### src/rtl/rmgmt_mem_seq_if.sv
// Bundle of the extension-side request signals and the core data-bus signals
// for rmgmt_mem_seq. The slave modport is the sequencer's view; the master
// modport is the view of whatever drives requests and models the bus.
//
// Handshake: a request is taken in the IDLE cycle where req_mem is high with a
// legal op and aligned address. mem_busy is high in that cycle and until the
// bus access has finished. The bus side completes a strobe in the first cycle
// where bus_busy is low. bus_rdata is only looked at in that cycle.
interface rmgmt_mem_seq_if;
  logic        req_mem;
  logic        mem_ren;
  logic        mem_wen;
  logic [31:0] mem_addr;
  logic [31:0] mem_store;
  logic        flush;
  logic [31:0] mem_load;
  logic        mem_busy;
  logic [31:0] bus_addr;
  logic [31:0] bus_wdata;
  logic        bus_ren;
  logic        bus_wen;
  logic        bus_busy;
  logic [31:0] bus_rdata;
  logic        fault;
  logic [1:0]  fault_cause;
  logic [1:0]  state_dbg;

  modport slave (
    input  req_mem, mem_ren, mem_wen, mem_addr, mem_store, flush,
    input  bus_busy, bus_rdata,
    output mem_load, mem_busy, bus_addr, bus_wdata, bus_ren, bus_wen,
    output fault, fault_cause, state_dbg
  );

  modport master (
    output req_mem, mem_ren, mem_wen, mem_addr, mem_store, flush,
    output bus_busy, bus_rdata,
    input  mem_load, mem_busy, bus_addr, bus_wdata, bus_ren, bus_wen,
    input  fault, fault_cause, state_dbg
  );
endinterface

### src/rtl/rmgmt_mem_seq.sv
// rmgmt_mem_seq: sequences one data-memory access for a RISC-MGMT extension
// onto the core data bus. IDLE -> ACCESS (strobe held until bus_busy drops)
// -> DONE (one cycle) -> IDLE. Misaligned or illegal requests are rejected
// with a one-cycle fault pulse. A flush in ACCESS lets the bus access finish
// but discards its result and skips DONE.
//
// Optional feature: define RMGMT_MEM_TIMEOUT_EN to abort an access after
// TIMEOUT_CYCLES busy cycles in ACCESS (fault cause 3). Without it, ACCESS
// waits for the bus indefinitely.
module rmgmt_mem_seq #(
  parameter int TIMEOUT_CYCLES = 64
) (
  input  logic             CLK,
  input  logic             RST,
  rmgmt_mem_seq_if.slave   m
);

  typedef enum logic [1:0] {
    IDLE   = 2'd0,
    ACCESS = 2'd1,
    DONE   = 2'd2
  } state_t;

  localparam logic [1:0] CAUSE_NONE     = 2'd0;
  localparam logic [1:0] CAUSE_MISALIGN = 2'd1;
  localparam logic [1:0] CAUSE_ILLEGAL  = 2'd2;

  // Elaboration-time guard on the abort limit; the counter is 8 bits wide.
  if (TIMEOUT_CYCLES < 2 || TIMEOUT_CYCLES > 255) begin : g_bad_timeout
    $error("rmgmt_mem_seq: TIMEOUT_CYCLES must be in 2..255");
  end

  state_t      state;
  logic [31:0] addr_q;
  logic [31:0] data_q;
  logic        op_load_q;   // 1 = load, 0 = store
  logic        kill_q;      // flush seen during ACCESS, drop the result
  logic [31:0] load_q;
  logic        fault_q;
  logic [1:0]  cause_q;
  logic        valid_start;
  logic        one_op;

`ifdef RMGMT_MEM_TIMEOUT_EN
  localparam logic [7:0] TO_LIMIT   = 8'(TIMEOUT_CYCLES);
  localparam logic [1:0] CAUSE_TOUT = 2'd3;
  logic [7:0] tout_cnt;
`endif

  // Exactly one of load/store requested, address word aligned, not killed.
  always_comb begin
    one_op      = m.mem_ren ^ m.mem_wen;
    valid_start = (state == IDLE) && m.req_mem && one_op &&
                  (m.mem_addr[1:0] == 2'b00) && !m.flush;
  end

  // Stall the extension from the accepting cycle through the last ACCESS cycle.
  assign m.mem_busy    = valid_start || (state == ACCESS);
  assign m.bus_ren     = (state == ACCESS) && op_load_q;
  assign m.bus_wen     = (state == ACCESS) && !op_load_q;
  // Latched address is word aligned, so it is also the bus word address.
  assign m.bus_addr    = addr_q;
  assign m.bus_wdata   = data_q;
  assign m.mem_load    = load_q;
  assign m.fault       = fault_q;
  assign m.fault_cause = cause_q;
  assign m.state_dbg   = state;

  // Sequencer FSM with registered load data and fault pulse.
  always_ff @(posedge CLK) begin
    if (RST) begin
      state     <= IDLE;
      addr_q    <= 32'd0;
      data_q    <= 32'd0;
      op_load_q <= 1'b0;
      kill_q    <= 1'b0;
      load_q    <= 32'd0;
      fault_q   <= 1'b0;
      cause_q   <= CAUSE_NONE;
`ifdef RMGMT_MEM_TIMEOUT_EN
      tout_cnt  <= 8'd0;
`endif
    end else begin
      fault_q <= 1'b0;
      cause_q <= CAUSE_NONE;
      case (state)
        IDLE: begin
          if (m.req_mem && !m.flush) begin
            if (m.mem_ren && m.mem_wen) begin
              // Illegal op wins over misalignment.
              fault_q <= 1'b1;
              cause_q <= CAUSE_ILLEGAL;
            end else if (one_op) begin
              if (m.mem_addr[1:0] != 2'b00) begin
                fault_q <= 1'b1;
                cause_q <= CAUSE_MISALIGN;
              end else begin
                addr_q    <= m.mem_addr;
                data_q    <= m.mem_store;
                op_load_q <= m.mem_ren;
                kill_q    <= 1'b0;
                state     <= ACCESS;
`ifdef RMGMT_MEM_TIMEOUT_EN
                tout_cnt  <= 8'd0;
`endif
              end
            end
          end
        end
        ACCESS: begin
          if (!m.bus_busy) begin
            kill_q <= 1'b0;
            if (kill_q || m.flush) begin
              state <= IDLE;
            end else begin
              if (op_load_q) begin
                load_q <= m.bus_rdata;
              end
              state <= DONE;
            end
          end else begin
            if (m.flush) begin
              kill_q <= 1'b1;
            end
`ifdef RMGMT_MEM_TIMEOUT_EN
            tout_cnt <= tout_cnt + 8'd1;
            if (tout_cnt + 8'd1 == TO_LIMIT) begin
              state   <= IDLE;
              kill_q  <= 1'b0;
              fault_q <= 1'b1;
              cause_q <= CAUSE_TOUT;
            end
`endif
          end
        end
        DONE: begin
          state <= IDLE;
        end
        default: begin
          state <= IDLE;
        end
      endcase
    end
  end

endmodule

### src/flat_wrapper.sv
// flat-port wrapper written by rule: the top's interface ports become plain ports
module rmgmt_mem_seq_flat 
#(
  parameter int TIMEOUT_CYCLES = 64
)
  (CLK, RST, m_req_mem, m_mem_ren, m_mem_wen, m_mem_addr, m_mem_store, m_flush, m_bus_busy, m_bus_rdata, m_mem_load, m_mem_busy, m_bus_addr, m_bus_wdata, m_bus_ren, m_bus_wen, m_fault, m_fault_cause, m_state_dbg);
  rmgmt_mem_seq_if m_i ();
  input  logic CLK;
  input  logic RST;
  input wire logic [$bits(m_i.req_mem)-1:0] m_req_mem;
  input wire logic [$bits(m_i.mem_ren)-1:0] m_mem_ren;
  input wire logic [$bits(m_i.mem_wen)-1:0] m_mem_wen;
  input wire logic [$bits(m_i.mem_addr)-1:0] m_mem_addr;
  input wire logic [$bits(m_i.mem_store)-1:0] m_mem_store;
  input wire logic [$bits(m_i.flush)-1:0] m_flush;
  input wire logic [$bits(m_i.bus_busy)-1:0] m_bus_busy;
  input wire logic [$bits(m_i.bus_rdata)-1:0] m_bus_rdata;
  output wire logic [$bits(m_i.mem_load)-1:0] m_mem_load;
  output wire logic [$bits(m_i.mem_busy)-1:0] m_mem_busy;
  output wire logic [$bits(m_i.bus_addr)-1:0] m_bus_addr;
  output wire logic [$bits(m_i.bus_wdata)-1:0] m_bus_wdata;
  output wire logic [$bits(m_i.bus_ren)-1:0] m_bus_ren;
  output wire logic [$bits(m_i.bus_wen)-1:0] m_bus_wen;
  output wire logic [$bits(m_i.fault)-1:0] m_fault;
  output wire logic [$bits(m_i.fault_cause)-1:0] m_fault_cause;
  output wire logic [$bits(m_i.state_dbg)-1:0] m_state_dbg;
  assign m_i.req_mem = m_req_mem;
  assign m_i.mem_ren = m_mem_ren;
  assign m_i.mem_wen = m_mem_wen;
  assign m_i.mem_addr = m_mem_addr;
  assign m_i.mem_store = m_mem_store;
  assign m_i.flush = m_flush;
  assign m_i.bus_busy = m_bus_busy;
  assign m_i.bus_rdata = m_bus_rdata;
  assign m_mem_load = m_i.mem_load;
  assign m_mem_busy = m_i.mem_busy;
  assign m_bus_addr = m_i.bus_addr;
  assign m_bus_wdata = m_i.bus_wdata;
  assign m_bus_ren = m_i.bus_ren;
  assign m_bus_wen = m_i.bus_wen;
  assign m_fault = m_i.fault;
  assign m_fault_cause = m_i.fault_cause;
  assign m_state_dbg = m_i.state_dbg;
  rmgmt_mem_seq #(.TIMEOUT_CYCLES(TIMEOUT_CYCLES)) u_core (.CLK(CLK), .RST(RST), .m(m_i));
endmodule
### config.mk
export PLATFORM = sky130hd
export DESIGN_NAME = rmgmt_mem_seq_flat
export DESIGN_NICKNAME = d
export VERILOG_FILES = /design/src/rtl/rmgmt_mem_seq_if.sv /design/src/rtl/rmgmt_mem_seq.sv /design/src/flat_wrapper.sv
export SDC_FILE = /design/constraint.sdc
export NUM_CORES = 1
export LEC_CHECK = 0
export ABC_CLOCK_PERIOD_IN_PS = 1900
export CELL_PAD_IN_SITES_DETAIL_PLACEMENT = 1
export CELL_PAD_IN_SITES_GLOBAL_PLACEMENT = 1
export CORE_MARGIN = 10
export CORE_UTILIZATION = 26
export DETAILED_ROUTE_END_ITERATION = 10
export PLACE_DENSITY = 0.83
export SETUP_SLACK_MARGIN = 0.4
export SLEW_MARGIN = 20
export SYNTH_ARGS = -nofsm -noshare
export SYNTH_HDL_FRONTEND = slang
export SYNTH_SLANG_ARGS = --single-unit
### constraint.sdc
create_clock -name CLK -period 1.9 [get_ports CLK]
set_input_delay 0.38 -clock CLK [delete_from_list [all_inputs] [get_ports CLK]]
set_output_delay 0.38 -clock CLK [all_outputs]
set_load 0.005 [all_outputs]
Word-level counts from Yosys, hierarchy flattened
Cells that the tools add are included.
Storage, ports and cells
  bits in registers: 103
  output and inout bits: 104
  input port bits: 103
  logic and storage cells: 66
Operators by class
  reduce and logical (&&, ||, !) cells: 22
  mux-type cells: 20
  equal/unequal tests: 7
  bitwise operators: 8
Operators with widths (count)
  2-to-1 mux 2 bit: 8
  2-to-1 mux 1 bit: 10
  AND reduction 5 bit: 2
  logical AND 1 bit: 8
  inequality test 2 bit (second input constant): 4
  NOT 1 bit: 7
  AND reduction 6 bit: 1
  OR reduction 5 bit: 1
  logical NOT 2 bit: 2
  case mux 2 bit (2 select lines): 1
  AND reduction 4 bit: 1
  nonzero test 2 bit: 2
  inequality test 3 bit (second input constant): 1
  OR reduction 3 bit: 1
  == test 2 x 1 -> 1 bit (second input constant): 1
  logical NOT 1 bit: 2
  logical OR 1 bit: 2
  inequality test 2 x 1 -> 1 bit (second input constant): 1
  case mux 1 bit (2 select lines): 1
  XOR 1 bit: 1

Depth between registers and ports, before layout
Gate-level depths: netlist of run 1.
  word-level depth: 6
  gate-level depth with buffers: 6
  mapped depth without buffers: 4

Least setup slack after synthesis of run 1
No wires, ideal clock.
  kind: input port to flip-flop
  from: in m_mem_wen
  to: reg u_core.state[0] (netlist: u_core.m.state_dbg[0])
  cell stages on the path: 5
  data required time: 1.830 ns
  arrival time: 1.863 ns
  path slack: -0.033 ns
  library setup time: 0.070 ns
  path buffers: 1
  path through: ha_1 or4b_1 buf_2 or4b_1 a21boi_1
Between the ends
  word-level cells in the longest chain between the ends: 3
  elaborated cells between the ends (all ways): 5
  classes of those cells: eq/ne: 2; bitwise: 1; reduce/logical: 2
RTL lines
  start, declared: line flat_wrapper.sv:12  | input wire logic [$bits(m_i.mem_wen)-1:0] m_mem_wen;
  XOR 1 bit or logical AND 1 bit (tied branches): line rmgmt_mem_seq.sv:52, rmgmt_mem_seq.sv:89
  inequality test 2 x 1 -> 1 bit (no line) or inequality test 2 bit (tied branches)
  AND reduction 5 bit (no line) (*)
  end signal, assigned: line rmgmt_mem_seq.sv:72  | state <= IDLE;
  end signal, assigned: line rmgmt_mem_seq.sv:102  | state <= ACCESS;
  end signal, assigned: line rmgmt_mem_seq.sv:114  | state <= IDLE;
  end, declared: line rmgmt_mem_seq.sv:33  | state_t state;
Every way passes the cells marked *; elsewhere a longest branch is shown, timed or not.
A chain may end at the register's enable or synchronous reset.

Final worst setup path of run 1
  from: reg u_core.state[1] (netlist: u_core.m.state_dbg[1])
  to: reg u_core.addr_q[13] (netlist: u_core.m.bus_addr[13])
Between the ends
  word-level cells in the longest chain between the ends: 2
RTL lines
  logical NOT 2 bit: line rmgmt_mem_seq.sv:86  | case (state)
  AND reduction 5 bit (no line)
  end signal, assigned: line rmgmt_mem_seq.sv:98  | addr_q <= m.mem_addr;
  end, declared: line rmgmt_mem_seq.sv:34  | logic [31:0] addr_q;
No other way between the ends.

==> results.json, run 1 <==
{
  "outcome": "finished, final reports clean",
  "syn_inst": 472,
  "h-tree-depth": 3,
  "synthMuxAreaShare": 0.0761,
  "ys_ff_latch": 103,
  "final.min_clock_period_ns": 1.62,
  "reg2reg_depth": 5,
  "coreArea_mm2": 0.0159,
  "synth_area_mm2": 0.00421,
  "fin_area_mm2": 0.00760,
  "power_leakage_nw": 3.02,
  "dieArea_mm2": 0.0217,
  "vias_per_cell": 4.98,
  "holdBufCountCts": 0,
  "synth_top_family_by_area": "simple AND/OR/NAND/NOR gates",
  "fill_cells": 1804,
  "grt_use_total": 0.164,
  "yosysWarnings": 0,
  "worst_clock_skew_ns": 0.00467,
  "yosys.area.top_type": "dfxtp_1",
  "layout.nets": 783,
  "clock-sinks": 103,
  "max-slew-margin-rel": 0.670,
  "drv_slew": 0,
  "clk_pin_slew_ns": 0.07,
  "cts_tree": "done",
  "worstHoldStart": "m_mem_ren",
  "syn_area_per_cell_um2": 8.91,
  "netlist_top_cells_area": "dfxtp_1 (49%), nand2b_1 (9.5%), nand4_1 (9.4%), a21oi_1 (7.7%), mux2i_1 (7.6%)",
  "ant_nets": 0,
  "synth_compound_area_frac": 0.157,
  "min_path_cells": 3,
  "r2r-start": "u_core.m.state_dbg[1]$_SDFFE_PP0P_",
  "hold_path_class": "input port to register",
  "synthesis.nets": 576,
  "min_period_over_period": 0.850,
  "initial_core_util": 0.265,
  "first_iter_violations": 106,
  "overflow": 0,
  "max_cap_violations": 0,
  "dpl-instance-area_mm2": 0.00663,
  "die_height_um": 147,
  "dp_hpwl_um": 12700,
  "rsz0062_at_grt": "true",
  "seq_area_mm2": 0.00208,
  "synthAdderAreaFrac": 0.00297,
  "grt_pass1_wl_um": 28600,
  "num_vias": 4487,
  "area_growth_pct": 80.6,
  "multi_input_area_mm2": 0.00230,
  "totalWireLength_um": 18700,
  "synth.top_cell.area_share": 0.490,
  "dr.pass1.iters": 4,
  "placementRows": 46,
  "drive_gt1_frac": 0.232,
  "cts-root-buf": "clkbuf_16",
  "synth.distinct_cells": 24,
  "wl_per_cell_um": 20.8,
  "setup_viol": 0,
  "peakVddDrop_uv": 501,
  "cts_buffers": 9,
  "max_freq_ghz": 0.619,
  "r2r-end": "u_core.m.bus_addr[13]$_SDFFE_PP0P_",
  "end_kind": "register",
  "synth_xor_area_frac": 0,
  "tns_ns": 0,
  "io_pins": 207,
  "synth-simple-area-share": 0.223,
  "final-hold-violation-count": 0,
  "antenna_found_initial": 1,
  "port-buffer-count": 206,
  "grt_pass1_vias": 5001,
  "power_density_mw_per_mm2": 617,
  "place_congestion": 0.799,
  "r2r_setup_slack_ns": 0.28,
  "clkLatencyLatePin_ns": 0.34,
  "yosysSeqAreaShare": 0.490,
  "crit_fanout": 7,
  "worstMarginPinSlew_ns": 0.495,
  "holdPathEnd": "u_core.op_load_q$_SDFFE_PP0P_",
  "clk_path_buf_depth": 2,
  "die_x_um": 147,
  "worstPathArrival_ns": 1.82,
  "required_ns": 2.11,
  "start_kind": "register",
  "grt_max_degree": 66,
  "worstSetupPathType": "register to register",
  "drc_errors": 0
}
area by class of cell:
class,count,area share
multi-input combinational,314,0.303
timing repair buffer,249,0.347
sequential,103,0.274
inverter,2,0.00132
clock inverter,3,0.00560
tap,216,0.0356
clock buffer,13,0.0329
antenna,1,0.000329
per-layer routing:
| metal | routed length, µm | up-vias | GRT usage |
|---|---|---|---|
| met1 | 7820 | 2169 | 0.190 |
| met3 | 1430 | 16 | 0.0559 |
| li1 | - | 2132 | - |
| met5 | 0 | - | 0 |
| met4 | 297 | 0 | 0.0570 |
| met2 | 9170 | 170 | 0.275 |
where the power goes:
part	switching (mW)	internal, mW	total, mW
registers	0.0125	2.17	2.19
logic	0.283	0.373	0.657
clock network	0.793	1.06	1.85
total	1.09	3.60	4.69
logic make-up (layout without fill, tap and decap cells):
group | after synthesis | count (layout)
adders and majority gates | 1 | 1
AOI/OAI and AO/OA | 131 | 131
muxes | 32 | 32
and+or+nand+nor | 150 | 150
other | 0 | 1
buffers and inverters | 55 | 267
DFF | 103 | 103
flip-flops by register name, summed over array words and instances (netlist names):
register and cells:
u_core.m.mem_load 32, u_core.m.bus_addr 32, u_core.m.fault_cause 2, u_core.op_load_q 1
u_core.m.bus_wdata 32, u_core.kill_q 1, u_core.m.fault 1, u_core.m.state_dbg 2
cell usage after synthesis:
cell / instances
dfxtp_1: 103
a21oi_1: 65
nand2b_1: 64
nand4_1: 63
o21ai_0: 54
clkbuf_1: 39
mux2i_1: 32
o21ai_1: 10
buf_1: 8
buf_2: 5
nor2_1: 5
nor3b_1: 5
and3_1: 3
nand2_1: 3
inv_1: 2
nor4b_1: 2
or4b_1: 2
a21boi_1: 1
a31oi_1: 1
clkbuf_2: 1
ha_1: 1
nor3_1: 1
nor4_1: 1
or4b_2: 1
repair_timing:
action / CTS / global route
setup buffers: 7 / 0
gates cloned: 7 / 5
resized for setup: 289 / 26
setup endpoints to repair: 204 / 78
pin swaps: 17 / 21
hold endpoints to repair: 0 / 0
per-stage QoR:
| step | setup slack, ns | power (mW) | hold WS, ns | util | std cells |
|---|---|---|---|---|---|
| global route | 0.250 | 4.90 | 0.360 | 0.478 | 901 |
| CTS | 0.255 | 4.73 | 0.336 | 0.464 | 895 |
| global placement | -0.428 | 2.73 | 0.457 | 0.418 | 865 |
| detailed placement | -0.517 | 2.75 | 0.469 | 0.418 | 865 |
| finish | 0.285 | 4.69 | 0.352 | 0.478 | 901 |
| floorplan | 0.0520 | 2.40 | 0.465 | - | 472 |
how the worst max path moves through the flow:
stage                                       startpoint                                 end  depth (start not counted)
floorplan                                    m_mem_ren  u_core.m.state_dbg[0]$_SDFFE_PP0P_                          5
finish              u_core.m.state_dbg[1]$_SDFFE_PP0P_  u_core.m.bus_addr[13]$_SDFFE_PP0P_                          5
global route        u_core.m.state_dbg[1]$_SDFFE_PP0P_  u_core.m.bus_addr[16]$_SDFFE_PP0P_                          5
CTS                 u_core.m.state_dbg[1]$_SDFFE_PP0P_  u_core.m.bus_wdata[6]$_SDFFE_PP0P_                          5
global placement                             m_req_mem                          m_mem_busy                          5
detailed placement                             m_flush  u_core.m.bus_wdata[2]$_SDFFE_PP0P_                          6
worst max-delay path, stage by stage (launching register included):
cell and delay [ns]:
dfxtp_4 0.36, or4b_4 0.58, buf_12 0.19, buf_16 0.15
o21ai_2 0.11, a21oi_1 0.08
layout by cell type (no fill, tap or decap), drive strengths merged, types with 2 or more instances in the layout:
| cell type | synthesis | final |
|---|---|---|
| a21oi | 65 | 65 |
| and3 | 3 | 3 |
| buf | 13 | 47 |
| clkbuf | 40 | 18 |
| clkdlybuf4s15 | 0 | 2 |
| clkdlybuf4s50 | 0 | 94 |
| dfxtp | 103 | 103 |
| dlygate4sd2 | 0 | 101 |
| inv | 2 | 2 |
| mux2i | 32 | 32 |
| nand2 | 3 | 3 |
| nand2b | 64 | 64 |
| nand4 | 63 | 63 |
| nor2 | 5 | 5 |
| nor3b | 5 | 5 |
| nor4b | 2 | 2 |
| o21ai | 64 | 64 |
| or4b | 3 | 3 |
No activity file was read; power rests on OpenSTA's default activity.
==> inputs of run 2 (changes only) <==
--- a/config.mk
+++ b/config.mk
@@ -11,6 +11,7 @@
 export CORE_MARGIN = 10
 export CORE_UTILIZATION = 26
 export DETAILED_ROUTE_END_ITERATION = 10
+export GPL_TIMING_DRIVEN = 0
 export PLACE_DENSITY = 0.83
 export SETUP_SLACK_MARGIN = 0.4
 export SLEW_MARGIN = 20
==> results.json, run 2 (synthesis gave the netlist of run 1 again) <==
{
  "outcome": "finished, final reports clean",
  "ant_nets": 0,
  "overflow": 0,
  "num_vias": 4541,
  "p_int_mw": 3.53,
  "worst_clock_skew_ns": 0.00626,
  "setup_ws_ns": 0.203,
  "wl_per_cell_um": 20.1,
  "placedCellCount": 893,
  "max_stage_delay_ns": 0.47,
  "cts_tree": "done",
  "setup_viol": 0,
  "final_common_cell": "dlygate4sd2_1",
  "drc_errors": 0,
  "place_ws_ns": -0.645,
  "dr.pass1.iters": 4,
  "max-slew-margin-rel": 0.586,
  "drv_slew": 0,
  "worstMarginPinSlew_ns": 0.621,
  "grt_pass1_vias": 4910,
  "p_total_mw": 4.60,
  "final_cell_mix": "dlygate4sd2_1 (100), dfxtp_1 (99), clkdlybuf4s50_1 (94)",
  "crit_family": "simple AND/OR/NAND/NOR gates",
  "start_kind": "input port",
  "grt_pass1_wl_um": 27900,
  "fin_util": 0.459,
  "clk_path_buf_depth": 2,
  "p_sw_frac": 0.232,
  "final_cells": 927,
  "worstPathArrival_ns": 1.97,
  "port-buffer-count": 205,
  "die_x_um": 147,
  "critPathBufInv": 2,
  "fin_area_mm2": 0.00729,
  "max_freq_ghz": 0.589,
  "h-tree-depth": 3,
  "dpl-instance-area_mm2": 0.00657,
  "holdBufCountCts": 0,
  "busiest_layer": "met2",
  "die_height_um": 147,
  "cts-root-buf": "clkbuf_16",
  "final-hold-violation-count": 0,
  "max_cap_violations": 0,
  "clk_pin_slew_ns": 0.07,
  "power.switching_mw": 1.07,
  "vias_per_cell": 4.90,
  "io_pins": 207,
  "peakVddDrop_uv": 376,
  "grt_use_met3": 0.0593,
  "p_comb_frac": 0.119,
  "grt_use_total": 0.161,
  "required_ns": 2.17,
  "clock-sinks": 103,
  "drive_gt1_frac": 0.173,
  "grt_use_met2": 0.270,
  "path_cells": "buf_8 > ha_4 > or4b_4 > buf_8 > or4b_1 > a21boi_1",
  "rsz0062_at_grt": "true",
  "power_leakage_nw": 2.98,
  "coreArea_mm2": 0.0159,
  "grt_max_degree": 16,
  "layout.nets": 808,
  "cts_buffers": 9,
  "place_congestion": 0.772,
  "dp_hpwl_um": 14000,
  "clkLatencyLatePin_ns": 0.34,
  "hold_path_class": "input port to register",
  "worstSetupPathType": "input port to register",
  "power_density_mw_per_mm2": 632,
  "totalWireLength_um": 18600,
  "initial_core_util": 0.265,
  "antenna_found_initial": 2,
  "crit_top_cell": "buf_8",
  "first_iter_violations": 150,
  "tns_ns": 0,
  "final.min_clock_period_ns": 1.70,
  "crit_fanout": 8,
  "dieArea_mm2": 0.0217,
  "clkPwrFrac": 0.406,
  "power_frac_seq": 0.475,
  "met1_usage": 0.184,
  "placementRows": 46,
  "min_period_over_period": 0.893,
  "area_growth_pct": 73.2,
  "end_kind": "register",
  "whs_ns": 0.326,
  "slowest_stage": "or4b_1"
}
==> run 2: cell types whose count changed in the layout (fill, tap and decap cells not counted), moves of 7 or more <==
cell,previous run,this run
buf_2,5,12
buf_6,12,5
clkbuf_1,3,17
buf_16,8,0
o21ai_1,1,29
clkbuf_2,0,13
o21ai_2,57,31
dfxtp_1,89,99
dfxtp_2,12,2
==> run 2: worst paths after layout <==
kind | slack (ns) | depth (start not counted) | end | start
worst max-delay path | 0.20 | 6 | u_core.m.state_dbg[0]$_SDFFE_PP0P_ | m_mem_ren
worst min-delay path | 0.33 | 3 | u_core.op_load_q$_SDFFE_PP0P_ | m_mem_ren
worst max register to register | 0.25 | 5 | u_core.m.bus_wdata[0]$_SDFFE_PP0P_ | u_core.m.state_dbg[1]$_SDFFE_PP0P_
worst min register to register | 0.46 | 2 | u_core.m.bus_wdata[16]$_SDFFE_PP0P_ | u_core.m.bus_wdata[16]$_SDFFE_PP0P_
==> run 2: repair_timing <==
item / 4_1_cts / 5_1_grt
pin swaps: 7 / 5
gates cloned: 0 / 3
setup buffers: 7 / 6
setup endpoints to repair: 204 / 101
gates resized for setup: 223 / 103
==> run 2: tightest hold or removal path, cell delays in order <==
cell     delay (ns)
buf_8          0.10
nand4_1        0.07
a21oi_1        0.06
==> run 2: layout make-up <==
| cell class | instances | area [µm²] |
|---|---|---|
| fillers | 1857 | 8600 |
| multi-input cells | 314 | 2120 |
| repair buffers | 221 | 2100 |
| flip-flops and latches | 103 | 2070 |
| plain buffers | 53 | 419 |
| well taps | 216 | 270 |
| clock buffers | 13 | 250 |
| clock inverters | 3 | 42.5 |
| inverters | 2 | 10.0 |
| diodes | 2 | 5.00 |
==> run 2: routing by layer <==
| metal | up-vias | share of wire | wire length, µm |
|---|---|---|---|
| met3 | 22 | 0.078 | 1460 |
| met1 | 2198 | 0.41 | 7720 |
| met5 | - | 0 | 0 |
| met4 | 0 | 0.015 | 273 |
| li1 | 2166 | - | - |
| met2 | 155 | 0.49 | 9190 |
==> run 2: power groups by stage <==
| stage | Sequential (mW) | Clock, mW | Combinational (mW) |
|---|---|---|---|
| 2_1_floorplan | 2.23 | 0 | 0.169 |
| 3_3_place_gp | 2.23 | 0 | 0.488 |
| 3_5_place_dp | 2.24 | 0 | 0.502 |
| 4_1_cts | 2.18 | 1.93 | 0.524 |
| 5_1_grt | 2.18 | 2.03 | 0.588 |
| 6_report | 2.18 | 1.87 | 0.548 |
